===== src/rtl/out_port_fifo.sv =====
// Output-port FIFO between the processor's output strobe and a ready/valid consumer.
// First-word-fall-through; words arriving while full are dropped and flagged in a sticky ovf.
module out_port_fifo #(
  parameter int NUBITS = 16,
  parameter int NUIOOU = 2,
  parameter int FDEPTH = 8
) (
  input  logic                      clk,
  input  logic                      rst,
  input  logic [NUBITS-1:0]         io_out,
  input  logic [$clog2(NUIOOU)-1:0] addr_out,
  input  logic                      out_en,
  output logic [NUBITS-1:0]         m_data,
  output logic [$clog2(NUIOOU)-1:0] m_addr,
  output logic                      m_valid,
  input  logic                      m_ready,
  output logic [$clog2(FDEPTH):0]   level,
  output logic                      full,
  output logic                      ovf,
  input  logic                      ovf_clr
);

  localparam int AW = $clog2(NUIOOU);
  localparam int PW = $clog2(FDEPTH);
  localparam int LW = PW + 1;
  localparam int EW = NUBITS + AW;

  logic [EW-1:0] mem [FDEPTH];
  logic [PW-1:0] wr_ptr_reg, rd_ptr_reg;
  logic [LW-1:0] level_reg;
  logic          ovf_reg;
  logic          push, pop, drop;

  assign m_valid = (level_reg != '0);
  assign full    = (level_reg == LW'(FDEPTH));
  assign level   = level_reg;
  assign ovf     = ovf_reg;

  // A pop frees a slot in the same cycle, so a full FIFO can still accept a push.
  assign pop  = m_valid & m_ready;
  assign push = out_en & (~full | pop);
  assign drop = out_en & full & ~pop;

  assign {m_addr, m_data} = mem[rd_ptr_reg];

  // Storage carries no reset; stale entries are unreachable once the pointers clear.
  always_ff @(posedge clk) begin
    if (push) begin
      mem[wr_ptr_reg] <= {addr_out, io_out};
    end
  end

  always_ff @(posedge clk) begin
    if (rst) begin
      wr_ptr_reg <= '0;
      rd_ptr_reg <= '0;
      level_reg  <= '0;
      ovf_reg    <= 1'b0;
    end else begin
      if (push) wr_ptr_reg <= wr_ptr_reg + PW'(1);
      if (pop)  rd_ptr_reg <= rd_ptr_reg + PW'(1);
      case ({push, pop})
        2'b10:   level_reg <= level_reg + LW'(1);
        2'b01:   level_reg <= level_reg - LW'(1);
        default: level_reg <= level_reg;
      endcase
      // A drop on the same edge as a clear request keeps the flag set.
      if (drop)         ovf_reg <= 1'b1;
      else if (ovf_clr) ovf_reg <= 1'b0;
    end
  end

endmodule


===== config.mk =====
export PLATFORM = sky130hd
export DESIGN_NAME = out_port_fifo
export DESIGN_NICKNAME = d
export VERILOG_FILES = /design/src/rtl/out_port_fifo.sv
export SDC_FILE = /design/constraint.sdc
export NUM_CORES = 1
export LEC_CHECK = 0
export CELL_PAD_IN_SITES_DETAIL_PLACEMENT = 0
export CELL_PAD_IN_SITES_GLOBAL_PLACEMENT = 1
export CORE_MARGIN = 1.5
export CORE_UTILIZATION = 54
export DETAILED_ROUTE_END_ITERATION = 8
export GPL_ROUTABILITY_DRIVEN = 0
export GPL_TIMING_DRIVEN = 0
export PLACE_DENSITY_LB_ADDON = 0.2
export SLEW_MARGIN = 20
export SYNTH_ARGS = -nofsm -noshare
export SYNTH_HDL_FRONTEND = slang
export SYNTH_SLANG_ARGS = --single-unit

===== constraint.sdc =====
create_clock -name clk -period 5.45 [get_ports clk]
set_input_delay 1.09 -clock clk [delete_from_list [all_inputs] [get_ports clk]]
set_output_delay 1.09 -clock clk [all_outputs]
set_load 0.02 [all_outputs]

# Word-level counts from Yosys, hierarchy flattened
# Memories as Yosys holds them, arrays and structs flattened. A register that Yosys moved wholly into a read port is not among the register bits.
# Index checks and enable logic that the tools add are counted.
# word_totals
reg_bits	11
latch_bits	0
mem_bits_rw	136
mem_bits_ro	0
in_bits	22
output_inout_bits	24
n_memories	1
# op_classes
n_addsub	4
mul	0
div	0
n_lt_le_gt_ge	0
eq_ne	3
shift	0
n_mux	7
bitwise	7
reduce_logical	3
# mem_list
memory	depth	word_bits	read_ports	rd_ports_with_merged_regs	write_ports	line	source
mem	8	17	1	1	1	28	logic [EW-1:0] mem [FDEPTH];
# op_table
op	count
$pmux 4 s2	1
$add 3x1->3 const B	2
$mux 3	2
$add 4x1->4 const B	1
$and 1x1->1	4
$eq 4x4->1 const B	1
$mux 1	4
$reduce_bool 2->1	2
$reduce_bool 4->1	1
$sub 4x1->4 const B	1
$eq 2x1->1 const B	1
$eq 2x2->1 const B	1
$not 1->1	2
$or 1x1->1	1

# Depth between registers and ports, before layout
# logic_depth
word_depth	6
depth_mapped	10
depth_no_buf	8

# Least setup slack after synthesis
# No wires, ideal clock.
# synth_path
path_type	input port to flip-flop
start	in m_ready
end	mem mem[0][0] in the netlist's numbering, enable pin
setup_ns	0.435
arrival_time_ns	3.035
t_required_ns	5.015
path_slack_ns	1.980
stages	3
cell_sequence	buf_2 > o21ai_4 > nor4_1
# synth_via
elab_chain_len	5
# synth_rtl
item	line	source
start, declared	16	input logic m_ready,
$and 1x1->1	40	assign pop = m_valid & m_ready;
$or 1x1->1	41	assign push = out_en & (~full | pop);
$and 1x1->1	41	
$mux 1	48	if (push) begin
$mux 1 (not written as such)	49	mem[wr_ptr_reg] <= {addr_out, io_out};
end, declared	28	
# Every way passes these cells.

==> impl_metrics.csv <==
group,metric,value,unit
outcome,status,"finished, final reports clean",
critical_path,start_kind,"flop",
finish,fin_area,7190,um2
floorplan,rows,37,
global_routing,antenna_found_initial,0,
sta,hold_violations,0,
hold_path,holdPathEnd,"ovf",
critical_path,criticalPathCategory,"reg2out",
power_and_ir_drop,p_sw_share,23.8,%
floorplan,ioPinCount,46,
finish,final_cell_mix,"edfxtp_1, clkdlybuf4s50_1, mux4_2, mux2_2, clkbuf_16",
power_and_ir_drop,p_sw,725,uW
clock_network,cts.clk_slew.worst_paths,0.06,ns
critical_path,r2r_cells,6,
place,dpl.hpwl,6490,um
clock_network,cts.sinks,150,
finish,final_common_cell,"edfxtp_1",
finish,nFillCells,686,
clock_network,cts_max_level,4,
power_and_ir_drop,clkPwrFrac,38.5,%
clock_network,clock_insertion_delay_worst_skew,0.51,ns
global_routing,grt_overflow,0,
hold_path,min_path_cells,2,
finish,nets,383,
global_routing,grt_max_degree,18,
floorplan,coreArea,10400,um2
drt,drt_pre_antenna_iters,4,
power_and_ir_drop,p_int,2320,uW
global_routing,grt_pass1_vias,3002,
sta,fin_setup_tns,0,ns
power_and_ir_drop,powerDensity,423,nW/um2
critical_path,cp-end-kind,"output port",
critical_path,ff2ff_setup_slack,2.82,ns
critical_path,timing.rr.end,"mem[4][3]",
synth,syn-cell-area,5850,um2
power_and_ir_drop,comb_power_share,18.2,%
clock_network,cts_tree,"built",
power_and_ir_drop,p_leak,0.00233,uW
global_routing,grt_first_pass_wirelength,16900,um
sta,grt_setup_unrepaired,"no",
hold_path,holdCritPathClass,"reg2reg",
clock_network,cts_buffer_depth,2,
critical_path,critPathMaxFanout,10,
hold_path,hp-start,"ovf",
place,port_buffers,44,
clock_network,post_cts_buffers,0,
clock_network,cts-root-buf,"clkbuf_8",
sta,fin_skew,0.00578,ns
sta,max_clock_freq,241,MHz
clock_network,cts.repair.resized,0,
drt,post_drt_wl_per_cell,21.3,um
synth,synth_cell_types,36,
synth,syn-num-nets,309,
finish,drive_above_1_share,29.7,%
critical_path,crit_required,4.36,ns
global_routing,track_usage,20.9,%
drt,routed_wl,10800,um
power_and_ir_drop,seqPwrFrac,43.3,%
drt,vias_per_cell,5.75,
clock_network,cts_buffers,17,
finish,multi_input_area,1450,um2
finish,n_antenna_cell,0,
power_and_ir_drop,ir_worst_vdd,0.299,mV
job,drv_cap,0,
floorplan,start_util,56.2,%
finish,largest_reg_flops,136,
sta,setup_violations,0,
drt,drtIter0Drc,189,
sta,slew_headroom,45.9,%
drt,vias,2912,
synth,synth-seq-cells,150,
sta,fin_crit,4.15,ns
finish,register_area,4360,um2
floorplan,die-area,11500,um2
critical_path,critPathArrivalTime,3.06,ns
drt,route.detailed.drc,0,
sta,drv_slew,0,
place,place_area,6600,um2
finish,synthToLayoutAreaGrowth,22.9,%
synth,seq_area_frac_synth,74.6,%
synth,avgSynthCellArea,20.6,um2
drt,antenna_left,0,
synth,ys.warnings.count,0,
floorplan,die_h,107,um
floorplan,die_w,107,um
sta,finalCritPeriodShare,76.1,%
sta,worst_pin_slew,0.812,ns
clock_network,hold_buffers,0,
critical_path,reg2reg_from,"level[2]",
synth,synthCells,284,
[layout make-up]
type                       instances  share of cell area (%)
sequential                       150                    60.7
multi-input combinational        116                    20.1
timing repair buffer              55                    7.32
clock buffer                      17                    5.76
clock inverter                    14                    2.54
tap                              136                    2.37
buffer                            16                    1.15
inverter                           2                   0.104
[cells in the mapped netlist, drive strengths merged]
master	instances	share of area [%]
xor2	4	0.60
nor3	5	0.43
a211oi	1	0.21
nor4b	2	0.30
nand4b	1	0.15
o311ai	1	0.15
mux2	17	3.3
or2b	1	0.13
mux4	34	13
o311a	1	0.17
or4b	1	0.24
nor3b	1	0.13
nand3b	1	0.13
nor4	1	0.11
clkbuf	6	0.38
nand2b	4	0.43
inv	2	0.13
nor2b	1	0.11
nand2	6	0.38
nor2	14	0.90
a311oi	1	0.15
or4	1	0.13
ha	3	0.64
buf	10	1.0
mux2i	2	0.34
xnor2	4	0.60
o21ai	1	0.28
o221ai	1	0.15
a21oi	3	0.26
edfxtp	136	70
o211ai	2	0.26
nand3	2	0.17
dfxtp	14	4.8
[critical path, stage by stage (launching register included)]
cell	delay, ns
dfxtp_1	0.31
clkbuf_1	0.33
clkbuf_1	0.66
mux4_2	0.41
mux2_2	0.30
clkdlybuf4s50_1	0.54
[power groups by stage]
stage / clock network, uW / registers (uW) / logic (uW)
after detailed placement: 0 / 1340 / 559
final: 1170 / 1320 / 553
after global routing: 1230 / 1320 / 599
after global placement: 0 / 1340 / 546
after CTS: 1190 / 1320 / 563
after floorplan: 0 / 1350 / 356
[logic make-up after synthesis]
| family | share of synthesized area (%) |
|---|---|
| compound gates | 1.62 |
| xor+xnor | 1.20 |
| fa+ha+maj | 0.642 |
| buf+inv | 1.54 |
| flops | 74.6 |
| mux | 16.7 |
| simple gates | 3.72 |
[worst max-delay path by stage]
stage / to / slack (ns) / cells after the start
final: m_data[11] / 1.30 / 5
after global routing: m_data[15] / 1.23 / 5
after CTS: m_data[11] / 1.27 / 5
after detailed placement: mem[4][6] / 1.76 / 6
after global placement: mem[0][6] / -0.03 / 4
after floorplan: mem[0][0] / 1.98 / 3
[layer usage]
metal	wire length (um)	share of wire (%)	vias up	track usage [%]
met5	0	0	-	0
met4	148	1.4	0	7.81
met3	615	5.7	12	4.68
met2	5240	49	94	32.1
met1	4760	44	1497	29.6
li1	-	-	1309	-
[metrics by stage]
step	hold slack, ns	setup slack (ns)	instances	total power (uW)	utilization, %
global route	0.514	1.23	506	3160	69.1
floorplan	0.454	1.98	284	1700	-
CTS	0.489	1.27	506	3070	69.1
detailed placement	0.477	1.76	475	1900	63.3
global placement	0.464	-0.0310	464	1890	62.0
finish	0.487	1.30	506	3050	69.1
No activity file was read; power rests on OpenSTA's default activity.
